`config.mk`:
```
export PLATFORM = sky130hd
export DESIGN_NAME = gcd_job_sequencer
export DESIGN_NICKNAME = d
export VERILOG_FILES = /design/src/rtl/gcd_pkg.sv /design/src/rtl/gcd_seq_timer.sv /design/src/rtl/gcd_job_sequencer.sv
export SDC_FILE = /design/constraint.sdc
export NUM_CORES = 1
export LEC_CHECK = 0
export ABC_CLOCK_PERIOD_IN_PS = 6900
export CORE_ASPECT_RATIO = 1.4
export CORE_MARGIN = 5
export CORE_UTILIZATION = 47
export DETAILED_ROUTE_END_ITERATION = 8
export HOLD_SLACK_MARGIN = 0.08
export PLACE_DENSITY = 0.95
export SETUP_SLACK_MARGIN = 0.05
export SLEW_MARGIN = 5
export SYNTH_ARGS = -nofsm -noshare
export SYNTH_HDL_FRONTEND = slang
export SYNTH_HIERARCHICAL = 1
export SYNTH_SLANG_ARGS = --single-unit
```
`constraint.sdc`:
```
create_clock -name clk -period 6.9 [get_ports clk]
set_clock_uncertainty 0.1 [all_clocks]
set_input_delay 1.38 -clock clk [delete_from_list [all_inputs] [get_ports clk]]
set_output_delay 1.38 -clock clk [all_outputs]
set_load 0.01 [all_outputs]
```
`src/rtl/gcd_pkg.sv`:
```
// ============================================================================
// Module      : gcd_pkg
// Description : Shared types and constants for the GCD job sequencer.
// Revision    : 1.0 - initial release
// ============================================================================
`default_nettype none

package gcd_pkg;

  localparam int DATA_W_DEF  = 8;
  localparam int TIMEOUT_DEF = 64;
  localparam int TIMER_W     = $clog2(TIMEOUT_DEF + 1);
  localparam int GAP_W       = 4;

  typedef enum logic [1:0] {
    ST_IDLE = 2'd0,
    ST_RUN  = 2'd1,
    ST_HOLD = 2'd2,
    ST_GAP  = 2'd3
  } seq_state_e;

  // One counter serves both the RUN timeout and the GAP count, so it must fit either.
  function automatic int cnt_w(input int timeout);
    int w;
    w = $clog2(timeout + 1);
    return (w > GAP_W) ? w : GAP_W;
  endfunction

endpackage

`default_nettype wire

```
`src/rtl/gcd_seq_timer.sv`:
```
// ============================================================================
// Module      : gcd_seq_timer
// Description : Clearable up-counter with a terminal-count flag.
// Revision    : 1.0 - initial release
// ============================================================================
`default_nettype none

module gcd_seq_timer
  import gcd_pkg::*;
#(
  parameter int W = TIMER_W
) (
  input  logic         clk,
  input  logic         rst_n,
  input  logic         clr,
  input  logic         en,
  input  logic [W-1:0] term,
  output logic [W-1:0] cnt,
  output logic         tc
);

  logic [W-1:0] cnt_q;
  logic [W-1:0] cnt_d;

  always_comb begin
    cnt_d = cnt_q;
    if (clr) begin
      cnt_d = '0;
    end else if (en) begin
      cnt_d = cnt_q + W'(1);
    end
  end

  always_ff @(posedge clk or negedge rst_n) begin
    if (!rst_n) begin
      cnt_q <= '0;
    end else begin
      cnt_q <= cnt_d;
    end
  end

  assign cnt = cnt_q;
  assign tc  = (cnt_q == term);

endmodule

`default_nettype wire

```
`src/rtl/gcd_job_sequencer.sv`:
```
// ============================================================================
// Module      : gcd_job_sequencer
// Description : Feeds operand pairs to a GCD core one at a time with a
//               timeout guard. Define GCD_SEQ_STATS_EN for job/timeout stats.
// Revision    : 1.0 - initial release
// ============================================================================
`default_nettype none

module gcd_job_sequencer
  import gcd_pkg::*;
#(
  parameter int DATA_W  = DATA_W_DEF,
  parameter int TIMEOUT = TIMEOUT_DEF,
  parameter int GAP     = 1
) (
  input  logic              clk,
  input  logic              rst_n,
  input  logic              job_valid,
  output logic              job_ready,
  input  logic [DATA_W-1:0] job_a,
  input  logic [DATA_W-1:0] job_b,
  output logic              gcd_begin,
  output logic [DATA_W-1:0] gcd_a,
  output logic [DATA_W-1:0] gcd_b,
  input  logic              gcd_complete,
  input  logic [DATA_W-1:0] gcd_result,
  output logic              res_valid,
  input  logic              res_ready,
  output logic [DATA_W-1:0] res_a,
  output logic [DATA_W-1:0] res_b,
  output logic [DATA_W-1:0] res_gcd,
  output logic              res_timeout
`ifdef GCD_SEQ_STATS_EN
  ,
  output logic [15:0]       stat_jobs,
  output logic [15:0]       stat_timeouts
`endif
);

  localparam int CNT_W = cnt_w(TIMEOUT);

  seq_state_e        state_q, state_d;
  logic [DATA_W-1:0] gcd_a_q, gcd_a_d;
  logic [DATA_W-1:0] gcd_b_q, gcd_b_d;
  logic [DATA_W-1:0] res_gcd_q, res_gcd_d;
  logic              res_timeout_q, res_timeout_d;

  logic              tmr_clr;
  logic              tmr_en;
  logic [CNT_W-1:0]  tmr_term;
  logic [CNT_W-1:0]  tmr_cnt;
  logic              tmr_tc;

  // Cleared in IDLE/HOLD so it reads zero on the first cycle of RUN and of GAP.
  assign tmr_clr  = (state_q == ST_IDLE) || (state_q == ST_HOLD);
  assign tmr_en   = (state_q == ST_RUN) || (state_q == ST_GAP);
  assign tmr_term = (state_q == ST_GAP) ? CNT_W'(GAP - 1) : CNT_W'(TIMEOUT - 1);

  gcd_seq_timer #(
    .W (CNT_W)
  ) u_timer (
    .clk   (clk),
    .rst_n (rst_n),
    .clr   (tmr_clr),
    .en    (tmr_en),
    .term  (tmr_term),
    .cnt   (tmr_cnt),
    .tc    (tmr_tc)
  );

  always_ff @(posedge clk or negedge rst_n) begin
    if (!rst_n) begin
      state_q <= ST_IDLE;
    end else begin
      state_q <= state_d;
    end
  end

  always_comb begin
    state_d       = state_q;
    gcd_a_d       = gcd_a_q;
    gcd_b_d       = gcd_b_q;
    res_gcd_d     = res_gcd_q;
    res_timeout_d = res_timeout_q;
    case (state_q)
      ST_IDLE: begin
        if (job_valid) begin
          gcd_a_d = job_a;
          gcd_b_d = job_b;
          if ((job_a == '0) || (job_b == '0)) begin
            state_d       = ST_HOLD;
            res_gcd_d     = job_a | job_b;
            res_timeout_d = 1'b0;
          end else begin
            state_d = ST_RUN;
          end
        end
      end
      ST_RUN: begin
        // A complete on the entry cycle (count still zero) is left over from a previous job.
        if (gcd_complete && (tmr_cnt != '0)) begin
          state_d       = ST_HOLD;
          res_gcd_d     = gcd_result;
          res_timeout_d = 1'b0;
        end else if (tmr_tc) begin
          state_d       = ST_HOLD;
          res_gcd_d     = '0;
          res_timeout_d = 1'b1;
        end
      end
      ST_HOLD: begin
        if (res_ready) begin
          state_d = ST_GAP;
        end
      end
      ST_GAP: begin
        if (tmr_tc) begin
          state_d = ST_IDLE;
        end
      end
      default: state_d = ST_IDLE;
    endcase
  end

  always_comb begin
    job_ready = (state_q == ST_IDLE);
    gcd_begin = (state_q == ST_RUN);
    res_valid = (state_q == ST_HOLD);
  end

  always_ff @(posedge clk or negedge rst_n) begin
    if (!rst_n) begin
      gcd_a_q       <= '0;
      gcd_b_q       <= '0;
      res_gcd_q     <= '0;
      res_timeout_q <= 1'b0;
    end else begin
      gcd_a_q       <= gcd_a_d;
      gcd_b_q       <= gcd_b_d;
      res_gcd_q     <= res_gcd_d;
      res_timeout_q <= res_timeout_d;
    end
  end

  assign gcd_a       = gcd_a_q;
  assign gcd_b       = gcd_b_q;
  assign res_a       = gcd_a_q;
  assign res_b       = gcd_b_q;
  assign res_gcd     = res_gcd_q;
  assign res_timeout = res_timeout_q;

`ifdef GCD_SEQ_STATS_EN
  logic        res_hs;
  logic [15:0] stat_jobs_q, stat_jobs_d;
  logic [15:0] stat_timeouts_q, stat_timeouts_d;

  assign res_hs = (state_q == ST_HOLD) && res_ready;

  always_comb begin
    stat_jobs_d     = stat_jobs_q;
    stat_timeouts_d = stat_timeouts_q;
    if (res_hs) begin
      if (stat_jobs_q != 16'hFFFF) begin
        stat_jobs_d = stat_jobs_q + 16'd1;
      end
      if (res_timeout_q && (stat_timeouts_q != 16'hFFFF)) begin
        stat_timeouts_d = stat_timeouts_q + 16'd1;
      end
    end
  end

  always_ff @(posedge clk or negedge rst_n) begin
    if (!rst_n) begin
      stat_jobs_q     <= '0;
      stat_timeouts_q <= '0;
    end else begin
      stat_jobs_q     <= stat_jobs_d;
      stat_timeouts_q <= stat_timeouts_d;
    end
  end

  assign stat_jobs     = stat_jobs_q;
  assign stat_timeouts = stat_timeouts_q;
`endif

endmodule

`default_nettype wire

```
Word level (Yosys, flattened, before mapping)
Cells that the tools add are included.
- register bits: 34
- latch bits: 0
- RAM bits: 0
- ROM bits: 0
- input bits: 29
- output and inout port bits: 44
- memories: 0
- $add $sub $neg: 1
- $mul: 0
- divide/modulo/power cells: 0
- order comparisons: 0
- equality and inequality tests: 9
- shift-type cells: 0
- muxes and demuxes: 20
- bitwise operators: 1
- reduce and logical (&&, ||, !) cells: 13
- operators by type and width (kind ; number):
    8-bit two-way mux ; 4
    8-bit zero test ; 2
    8-bit case mux with 2 select lines ; 1
    7-bit two-way mux ; 2
    2-bit two-way mux ; 6
    8-bit OR ; 1
    2-bit case mux with 4 select lines ; 1
    4-bit AND reduction ; 2
    7-bit by 1-bit adder with 7-bit output (second input constant) ; 1
    7-bit by 6-bit equality test with 1-bit output ; 1
    7-bit nonzero test ; 1
    6-bit two-way mux ; 1
    2-bit equality test (second input constant) ; 2
    1-bit two-way mux ; 4
    2-bit by 1-bit != test with 1-bit output (second input constant) ; 2
    2-bit != test (second input constant) ; 2
    2-bit nonzero test ; 2
    1-bit logical OR ; 3
    3-bit by 1-bit != test with 1-bit output (second input constant) ; 1
    2-bit by 1-bit equality test with 1-bit output (second input constant) ; 1
    2-bit zero test ; 1
    1-bit case mux with 2 select lines ; 1
    2-bit AND reduction ; 1
    1-bit logical AND ; 1

Logic depth before layout (Yosys ltp)
Gate-level depths: netlist (run 1).
- depth in word-level cells: 6
- mapped depth: 10

Hierarchy
The synthesis (run 1) kept the hierarchy.
- by module, submodules not included (module ; instances ; cells each ; area an instance (µm²) ; seq. area each (µm²)):
    gcd_job_sequencer ; 1 ; 133 ; 1506.4 ; 675.6
    gcd_seq_timer ; 1 ; 40 ; 395.4 ; 175.2

Worst setup path after synthesis (run 1)
OpenSTA, ideal clock, no wires.
- path type: input port to flip-flop
- from: input port job_a[3]
- to: register res_gcd_q[0], in the netlist res_gcd[0]
- library setup time: 0.125 ns
- arrival: 2.790 ns
- required time: 6.675 ns
- setup slack: 3.885 ns
- stages: 6
- path buffers: 1
- cell sequence: or4_1 > nor2_1 > a21oi_1 > a211o_1 > buf_6 > mux2_4
- cells in the longest elaborated chain, start to end: 4
- RTL lines (element ; RTL line ; text):
    start: declaration ; gcd_job_sequencer.sv:20 ; input logic [DATA_W-1:0] job_a,
    8-bit zero test ; gcd_job_sequencer.sv:90 ; if ((job_a == '0) || (job_b == '0)) begin
    1-bit logical OR ; gcd_job_sequencer.sv:90 ;
    2-bit by 1-bit != test with 1-bit output (no source line) ; - ;
    4-bit AND reduction (no source line) ; - ;
    end signal: assignment ; gcd_job_sequencer.sv:140 ; res_gcd_q <= res_gcd_d;
    end: declaration ; gcd_job_sequencer.sv:45 ; logic [DATA_W-1:0] res_gcd_q, res_gcd_d;
Every way passes these cells.
A chain may end at the register's enable or synchronous reset.

Worst setup path after layout (run 1)
- from: input port gcd_complete
- to: register res_gcd_q[6], in the netlist res_gcd[6]
- cells in the longest elaborated chain, start to end: 3
- elaborated cells between the ends (all ways): 5
- classes of those cells: 1 x eq/ne; 2 x mux; 2 x reduce/logical
- RTL lines (element ; RTL line ; text):
    start: declaration ; gcd_job_sequencer.sv:25 ; input logic gcd_complete,
    1-bit logical AND (*) ; gcd_job_sequencer.sv:101 ; if (gcd_complete && (tmr_cnt != '0)) begin
    3-bit by 1-bit != test with 1-bit output (no source line) or 8-bit two-way mux (tied branches) ; - ;
    4-bit AND reduction (no source line) or 8-bit case mux with 2 select lines (tied branches) ; - ;
Every way passes the cells marked *; elsewhere a longest branch is shown, timed or not.

==> metrics.md, run 1 <==
| Metric | Value |
|---|---|
| Status | finished, final reports clean |
| Crit-path max cell delay | 0.70 ns |
| Leak | 1.114 nW |
| Ports | 73 |
| Final hold vios | 0 |
| Initial DRC count | 21 |
| Initial Util | 48.53% |
| Final Power | 1.261 mW |
| Final Slew Violations | 0 |
| Mean routed wirelength per cell | 19.68 microns |
| Via count | 1535 |
| Sequential element share of the synthesized area | 44.74% |
| Core Rows | 27 |
| Layout area overhead | 38.82% |
| Worst path slowest cell | a21boi_1 |
| Htree depth | 2 |
| Worst endpoint data arrival time | 3.65 ns |
| Post-CTS Setup Inserts | 0 |
| CTS Buffer Depth | 2 |
| Synthesized area | 1902 sq um |
| MaxCap Viol Count | 0 |
| Setup TNS Final | 0 ns |
| Grt ovf | 0 |
| Yosys cell types | 33 |
| Core area | 3919 sq um |
| F_max | 0.2795 GHz |
| Die area | 5437 sq um |
| Cell count after synthesis | 173 |
| Post-synthesis register bit count | 34 |
| Pre-Repair DR Iteration Count | 4 |
| DRT antenna net count | 0 |
| Hold Startpoint | res_gcd[5]$_DFFE_PN0P_ |
| Reg2Reg Depth | 9 |
| Tmin final | 3.578 ns |
| Worst hold path class | reg -> reg |
| Crit-path cells | clkdlybuf4s50_1 > a21boi_1 > o22ai_1 > a211o_1 > mux2_4 |
| Clock-pin slew on the worst setup and hold paths | 0.07 ns |
| Post-synthesis async set-or-reset flop share | 100.0% |
| Worst R2R End | res_gcd[6]$_DFFE_PN0P_ |
| Ant diodes | 0 |
| Clock tree sinks | 34 |
| Layout cells sized above 1 | 16.38% |
| HPWL Detailed | 3769 microns |
| DR vias/cell | 5.582 |
| Die Y-Extent | 85.27 microns |
| Total routed wirelength | 5413 microns |
| CTS tree | built |
| Placer Congestion | 0.7284 |
| Avg Cell Area, Syn | 10.99 sq um |
| TritonCTS buffer count | 5 |
| R2r setup slk | 3.95 ns |
| Largest net degree at the start of global routing | 35 |
| Port bufs | 72 |
| Antenna violations before repair | 0 |
| CP Class | in -> reg |
| Power density cells | 477.6 nW/um^2 |
| Peak supply drop | 0.0003687 V |
| Synth Net Count | 208 |
| Worst Tran Pin Value | 0.8569 ns |
| Cts repair resizes | 0 |
| Critical path buffers and inverters | 1 |
| Worst-path maximum fanout | 11 |
| Hold-fix buffers at CTS | 0 |
| Final Setup Violations | 0 |
| Hold Path Depth | 1 |
| Post-synth EDFFs | 0 |
| Residual DRC | 0 |
| Die W | 63.76 microns |
| CP Capture Type | flop |
| Min-Delay Endpoint | res_gcd[5]$_DFFE_PN0P_ |
| Part of the cycle the worst path needs | 51.85% |
| RSZ-0062 raised after global routing | false |
| Worst-Skew Late Latency | 0.28 ns |
| Nets | 266 |
| Worst r2r src | state_q[0]$_DFFE_PN0P_ |
| Worst setup SP type | input pin |
| Worst slew margin | 42.75% |
| First-pass GRT wire length | 9004 microns |
| Fillers | 263 |
| Most frequent cells in the layout | 72 x clkdlybuf4s50_1, 34 x dfrtp_1, 16 x mux2_2, 16 x nor2_1 |
| Clock Root Buffer | clkbuf_8 |
| Dominant synthesized flop cell | dfrtp_1 |
| Total track usage | 21.14% |
| Synth Warn # | 6 |
| Most common cell after layout, fill and taps aside | clkdlybuf4s50_1 |
| Top delay family on crit path | compound AO/OA/AOI/OAI gates |
| Vias in the first global route | 1798 |
| Worst path required time | 6.97 ns |
through the flow:
step                area [sq um]  hold WS [ns]  utilization [%]  worst slack, ns  std cells
floorplan                   1902        0.4016                -            3.885        173
global placement            2530        0.4006            64.56            3.241        267
detailed placement          2530        0.4045            64.56            3.047        267
CTS                         2640        0.4190            67.37            3.341        275
global route                2640        0.4334            67.37            3.223        275
finish                      2640        0.4147            67.37            3.322        275
layout make-up:
type,instances,area [sq um],share of cell area (%)
clock buffers,8,110.1,4.171
multi-input cells,113,882.1,33.41
flip-flops and latches,34,850.8,32.23
repair buffers,73,728.2,27.58
inverters,4,15.01,0.5687
well taps,43,53.80,2.038
power breakdown:
part           leakage, nW  internal, mW  switching [mW]  total, mW
Combinational        0.641         0.419           0.305      0.724
Sequential           0.415         0.288          0.0773      0.366
Clock               0.0575         0.101          0.0710      0.172
cell families after synthesis:
| kind of cell | Yosys count | synth area share (%) |
|---|---|---|
| DFF | 34 | 44.74 |
| adders and majority gates | 6 | 3.947 |
| muxes | 27 | 17.63 |
| xor gates and xnor gates | 11 | 5.066 |
| AOI/OAI and AO/OA | 21 | 6.514 |
| and+or+nand+nor | 47 | 13.03 |
| buffers and inverters | 26 | 8.881 |
| other | 1 | 0.1972 |
worst max path at each step:
stage                                 from                 endpoint  slack, ns  cells past startpoint
floorplan                         job_a[3]   res_gcd[0]$_DFFE_PN0P_       3.88                      6
global placement              gcd_complete   res_gcd[2]$_DFFE_PN0P_       3.24                      5
detailed placement            gcd_complete  res_timeout$_DFFE_PN0P_       3.05                      5
CTS                           gcd_complete   res_gcd[6]$_DFFE_PN0P_       3.34                      5
global route        state_q[1]$_DFFE_PN0P_                gcd_begin       3.22                      3
finish                        gcd_complete   res_gcd[6]$_DFFE_PN0P_       3.32                      5
state kept, by name, indices dropped and copies added, names as in the netlist:
| register | flops |
|---|---|
| res_gcd | 8 |
| res_timeout | 1 |
| gcd_a | 8 |
| state_q | 2 |
| gcd_b | 8 |
| u_timer/cnt | 7 |
worst reg2reg max path, delay by kind of cell, from the launching register on:
family	cells	cell delay, ns
buf+inv	1	0.27
mux	1	0.38
simple gates	3	0.66
compound gates	2	0.59
xor+xnor	1	0.17
fa+ha+maj	1	0.24
flops	1	0.43
metal layers:
metal | routed length [microns] | vias to the layer above | GRT usage, %
met5 | 0 | - | 0
met4 | 146 | 0 | 8.318
met3 | 335 | 14 | 6.225
met2 | 2927 | 69 | 37.52
met1 | 2003 | 754 | 23.24
li1 | - | 698 | -
synth_stat cells, types with 4 or more instances:
cell type / instances / area [sq um]
buf_4: 17 / 127.6
clkbuf_1: 4 / 15.01
dfrtp_1: 34 / 850.8
ha_1: 6 / 75.07
inv_1: 4 / 15.01
mux2_2: 16 / 180.2
mux2_4: 9 / 135.1
nand2_1: 4 / 15.01
nand3_1: 10 / 50.05
nor2_1: 16 / 60.06
o21ai_0: 10 / 50.05
xnor2_1: 5 / 43.79
xor2_1: 6 / 52.55
Power figures use the tool's default switching activity.
==> inputs of run 2 (changes only) <==
Settings changed: ABC_CLOCK_PERIOD_IN_PS 6900 to 3500, CORE_UTILIZATION 47 to 44, PLACE_DENSITY 0.95 to 0.9.
Clock period 6.9 ns to 3.5 ns, I/O delays scaled along.
==> metrics.md, run 2 (synthesis gave the netlist of run 1 again) <==
| Metric | Value |
|---|---|
| Post-CTS Setup Inserts | 0 (unchanged) |
| Die W | 65.57 microns (+2.8%) |
| Clock tree sinks | 34 (unchanged) |
| Dpl cells | 270 (+1.1%) |
| Switching Fraction | 35.30% (-0.66 points) |
| Die Y-Extent | 87.79 microns (+3.0%) |
| Sequential share of power | 29.6% (+0.6 points) |
| Finished Core Util | 62.68% (-4.7 points) |
| Final Setup Violations | 0 (unchanged) |
| Largest net degree at the start of global routing | 35 (unchanged) |
| Worst setup SP type | flop |
| Worst path required time | 2.70 ns (-4.27 ns) |
| Initial Util | 45.24% (-3.3 points) |
| Busiest grt layer | met2 |
| Power density cells | 912.6 nW/um^2 (+91%) |
| Initial DRC count | 37 (+76%) |
| MaxCap Viol Count | 0 (unchanged) |
| Clock-pin slew on the worst setup and hold paths | 0.07 ns (about the same) |
| Worst Tran Pin Value | 0.6444 ns (-0.2124 ns) |
| Part of the cycle the worst path needs | 80.92% |
| Met2 Track Usage GR | 29.12% (-8.4 points) |
| CP Class | reg -> out |
| Peak supply drop | 0.0005786 V (+57%) |
| Met1 usage | 20.24% (-3.0 points) |
| Layout area overhead | 38.55% |
| First-pass GRT wire length | 7576 microns (-16%) |
| Placer Congestion | 0.8636 (+19%) |
| Tmin final | 2.832 ns |
| Core area | 4204 sq um (+7.3%) |
| HPWL Detailed | 3582 microns (-5.0%) |
| Die area | 5756 sq um (+5.9%) |
| Hold-fix buffers at CTS | 0 (unchanged) |
| Met3 Use GR | 5.006% (-1.2 points) |
| Via count | 1454 (-5.3%) |
| Layout cells sized above 1 | 16.74% (+0.36 points) |
| Footprint of the multi-input gates | 882.1 sq um (unchanged) |
| DR vias/cell | 5.230 (-6.3%) |
| F_max | 0.3531 GHz |
| Port bufs | 72 (unchanged) |
| Total routed wirelength | 4539 microns (-16%) |
| Vias in the first global route | 1573 (-13%) |
| CP Capture Type | primary output |
| Grt ovf | 0 (unchanged) |
| Worst-Skew Late Latency | 0.29 ns (about the same) |
| Worst hold path class | reg -> reg |
| RSZ-0062 raised after global routing | false |
| Mean routed wirelength per cell | 16.33 microns (-17%) |
| Final std cells w/o fill | 278 (+1.1%) |
| Final Slew Violations | 0 (unchanged) |
| Leak | 1.109 nW (-0.45%) |
| Fillers | 332 (+26%) |
| CTS Buffer Depth | 2 (unchanged) |
| Ports | 73 (unchanged) |
| Antenna violations before repair | 0 (unchanged) |
| Psw | 0.8488 mW (+87%) |
| FF/Latch Area | 850.8 sq um (unchanged) |
| Setup TNS Final | 0 ns (unchanged) |
| Combinational power share | 57.9% (+0.5 points) |
| Final hold vios | 0 (unchanged) |
| Cts repair resizes | 0 (unchanged) |
| DRT antenna net count | 0 (unchanged) |
| Clock Root Buffer | clkbuf_8 |
| Status | finished, final reports clean |
| Core Rows | 28 (+3.7%) |
| CTS tree | built |
| Clock power share | 12.6% (-1.0 points) |
| TritonCTS buffer count | 5 (unchanged) |
| Pre-Repair DR Iteration Count | 4 (unchanged) |
| Worst slew margin | 56.93% (+14 points) |
| Total track usage | 17.02% (-4.1 points) |
| Htree depth | 2 (unchanged) |
| Most frequent cells in the layout | 72 x clkdlybuf4s50_1, 34 x dfrtp_1, 16 x mux2_2, 16 x nor2_1 |
| Worst endpoint data arrival time | 2.03 ns (-1.62 ns) |
| Residual DRC | 0 (unchanged) |
| Ant diodes | 0 (unchanged) |
| Worst-path maximum fanout | 21 (+10) |
| Nets | 267 (+0.38%) |
| Most common cell after layout, fill and taps aside | clkdlybuf4s50_1 |
| Pint | 1.556 mW (+93%) |
[run 2: power groups by stage]
stage,logic [mW],registers [mW],clock network [mW]
2_1_floorplan,0.824,0.754,0
3_3_place_gp,1.38,0.706,0
3_5_place_dp,1.41,0.714,0
4_1_cts,1.41,0.711,0.310
5_1_grt,1.50,0.738,0.327
6_report,1.39,0.711,0.302
[run 2: path summary, 6_finish.rpt]
check / startpoint / endpoint / slack [ns] / depth (start not counted)
setup / recovery: state_q[1]$_DFFE_PN0P_ / gcd_begin / 0.67 / 3
hold / removal: res_gcd[5]$_DFFE_PN0P_ / res_gcd[5]$_DFFE_PN0P_ / 0.42 / 1
setup reg to reg: state_q[0]$_DFFE_PN0P_ / res_gcd[1]$_DFFE_PN0P_ / 0.72 / 9
hold reg to reg: res_gcd[5]$_DFFE_PN0P_ / res_gcd[5]$_DFFE_PN0P_ / 0.42 / 1
max in group asynchronous: rst_n / gcd_b[0]$_DFFE_PN0P_ / 2.25 / 2
min in group asynchronous: rst_n / u_timer/cnt[2]$_DFFE_PN0P_ / 0.73 / 2
[run 2: routing by layer]
layer | part of all wire [%] | up-vias
li1 | - | 705
met1 | 41 | 690
met2 | 51 | 51
met3 | 6.0 | 8
met4 | 1.9 | 0
met5 | 0 | -
[run 2: layout make-up]
type / instances / share of cell area (%)
clock inverters: 2 / 0.4748
inverters: 4 / 0.5698
repair buffers: 74 / 27.92
multi-input cells: 113 / 33.48
clock buffers: 6 / 3.134
well taps: 45 / 2.137
flip-flops and latches: 34 / 32.29
[run 2: metrics by stage]
stage	hold WS, ns	power, mW	instance area [sq um]	worst slack (ns)
6_report	0.4250	2.405	2635	0.6677
3_5_place_dp	0.4088	2.120	2540	0.5210
2_1_floorplan	0.3044	1.578	1902	1.146
4_1_cts	0.4260	2.433	2635	0.6560
3_3_place_gp	0.3994	2.082	2540	0.5499
5_1_grt	0.4471	2.566	2635	0.4803
[run 2: critical path, cell delays in order (launching register included)]
cell and delay [ns]:
dfrtp_1 0.42, inv_1 0.11, ha_1 0.56, clkdlybuf4s50_1 0.66
==> inputs of run 3 (changes only) <==
Settings changed: ABC_CLOCK_PERIOD_IN_PS 3500 to 2470, CORE_UTILIZATION 44 to 40, PLACE_DENSITY 0.9 to 0.87.
Clock period 3.5 ns to 2.47 ns, I/O delays scaled along.
==> metrics.md, run 3 (synthesis gave the netlist of run 1 again) <==
| Metric | Value |
|---|---|
| Busiest grt layer | met2 |
| Clock Root Buffer | clkbuf_8 |
| Via count | 1497 (+3.0%) |
| Met3 Use GR | 5.556% (+0.55 points) |
| Worst setup SP type | flop |
| Post-DP Area | 2701 sq um (+6.4%) |
| Worst setup endpoint | res_gcd[0]$_DFFE_PN0P_ |
| RSZ-0062 raised after global routing | true |
| Critical path origin | state_q[0]$_DFFE_PN0P_ |
| Crit-path cells | ha_2 > clkinv_4 > xnor2_1 > nand4_1 > nor4_4 > nand2b_4 > o22ai_1 > a211o_1 > buf_12 > mux2_4 |
| Worst path depth | 10 (+7) |
| Core area | 4572 sq um (+8.7%) |
| CP Capture Type | flop |
| Setup TNS Final | 0 ns (unchanged) |
| Tmin final | 2.408 ns |
| Top delay family on crit path | simple AND/OR/NAND/NOR gates |
| Met1 usage | 18.67% (-1.6 points) |
| Final hold vios | 0 (unchanged) |
| Initial DRC count | 24 (-35%) |
| Final Slew Violations | 0 (unchanged) |
| Placer Congestion | 0.8643 (about the same) |
| Worst R2R End | res_gcd[0]$_DFFE_PN0P_ |
| Total routed wirelength | 4744 microns (+4.5%) |
| DR vias/cell | 4.752 (-9.1%) |
| Most common cell after layout, fill and taps aside | clkdlybuf4s50_1 |
| Pre-Repair DR Iteration Count | 4 (unchanged) |
| First-pass GRT wire length | 7914 microns (+4.5%) |
| Initial Util | 41.60% (-3.6 points) |
| CTS tree | built |
| Die area | 6253 sq um (+8.6%) |
| Ports | 73 (unchanged) |
| Post-Route Hold Slack | 0.4101 ns (-0.01481 ns) |
| Worst path slowest cell | dfrtp_1 |
| Antenna violations before repair | 0 (unchanged) |
| Worst endpoint data arrival time | 2.48 ns (+0.45 ns) |
| MaxCap Viol Count | 0 (unchanged) |
| CTS Buffer Depth | 2 (unchanged) |
| Final Setup Violations | 0 (unchanged) |
| Worst-path maximum fanout | 9 (-57%) |
| Worst r2r src | state_q[0]$_DFFE_PN0P_ |
| Die Y-Extent | 91.59 microns (+4.3%) |
| TritonCTS buffer count | 5 (unchanged) |
| CP Class | reg -> reg |
| R2r setup slk | 0.06 ns (-0.66 ns) |
| Layout cells sized above 1 | 26.48% (+9.7 points) |
| Most frequent cells in the layout | 72 x clkdlybuf4s50_1, 34 x dfrtp_1, 21 x buf_4 |
| HPWL Detailed | 3799 microns (+6.1%) |
| Power density cells | 1269 nW/um^2 (+39%) |
| Nets | 287 (+7.5%) |
| Total track usage | 16.99% (-0.027 points) |
| Critical path buffers and inverters | 2 (unchanged) |
| Grt ovf | 0 (unchanged) |
| Clock tree sinks | 34 (unchanged) |
| Part of the cycle the worst path needs | 97.50% |
| Mean routed wirelength per cell | 15.06 microns (-7.8%) |
| F_max | 0.4153 GHz |
| Port bufs | 72 (unchanged) |
| Die W | 68.28 microns (+4.1%) |
| Met2 Track Usage GR | 29.20% (+0.079 points) |
| Fillers | 382 (+15%) |
| Status | finished, final reports clean |
| Crit-path max cell delay | 0.36 ns (-0.30 ns) |
| Layout area overhead | 51.58% |
| Residual DRC | 0 (unchanged) |
| Largest net degree at the start of global routing | 35 (unchanged) |
| Vias in the first global route | 1645 (+4.6%) |
| Worst-Skew Late Latency | 0.28 ns (about the same) |
| DRT antenna net count | 0 (unchanged) |
| Final Worst Setup Slack | 0.06183 ns (-0.6058 ns) |
| Worst hold path class | reg -> reg |
| Worst path required time | 2.54 ns (-0.16 ns) |
| Clock-pin slew on the worst setup and hold paths | 0.07 ns (about the same) |
| Design Area, Final | 2883 sq um (+9.4%) |
| Reg2Reg Depth | 10 (+1) |
| Core Rows | 29 (+3.6%) |
| Leak | 1.239 nW (+12%) |
| Place WS | -0.2010 ns (-0.7220 ns) |
| Htree depth | 2 (unchanged) |
| Ant diodes | 0 (unchanged) |
| Final Power | 3.659 mW (+52%) |
| Peak supply drop | 0.0007641 V (+32%) |
-- run 3: changes by cell type in the layout (fill, tap and decap cells not counted), sizes merged --
cell      before  now
clkbuf         6    5
clkinvlp       1    0
buf            2   22
bufinv         0    1
clkinv         1    3
inv            4    3
-- run 3: metal layers --
layer / part of all wire, % / wire length [microns]
met1: 38 / 1779
met2: 54 / 2570
met3: 6.1 / 289
met4: 2.2 / 106
met5: 0 / 0
-- run 3: final cells by class --
type,instances,area [sq um],area share (%)
Multi-Input combinational cell,113,927.1,32.16
Timing Repair Buffer,94,898.4,31.16
Tap cell,62,77.57,2.691
Sequential cell,34,850.8,29.51
Clock buffer,5,68.82,2.387
Clock inverter,3,40.04,1.389
Inverter,4,20.02,0.6944
-- run 3: power breakdown --
group	total, mW	switching, mW	internal, mW
registers	0.997	0.191	0.806
clock network	0.492	0.196	0.297
logic	2.17	0.856	1.31
-- run 3: worst min path at each step --
stage | start | depth (start not counted) | end
floorplan | rst_n | 0 | gcd_a[0]$_DFFE_PN0P_
global route | res_gcd[1]$_DFFE_PN0P_ | 1 | res_gcd[1]$_DFFE_PN0P_
CTS | res_gcd[1]$_DFFE_PN0P_ | 1 | res_gcd[1]$_DFFE_PN0P_
detailed placement | res_gcd[1]$_DFFE_PN0P_ | 1 | res_gcd[1]$_DFFE_PN0P_
finish | res_gcd[1]$_DFFE_PN0P_ | 1 | res_gcd[1]$_DFFE_PN0P_
global placement | res_gcd[1]$_DFFE_PN0P_ | 1 | res_gcd[1]$_DFFE_PN0P_
-- run 3: timing repair --
| action | 4_1_cts | 5_1_grt |
|---|---|---|
| endpoints found under the hold margin | 0 | 0 |
| gates resized for setup | 3 | 8 |
| hold buffers | 0 | 0 |
| setup endpoints to repair | 9 | 10 |
| buffers inserted | 2 | 1 |
-- run 3: stage by stage --
stage               utilization, %  instances
floorplan                        -        173
global placement             59.09        304
detailed placement           59.09        304
CTS                          61.99        314
global route                 63.05        315
finish                       63.05        315
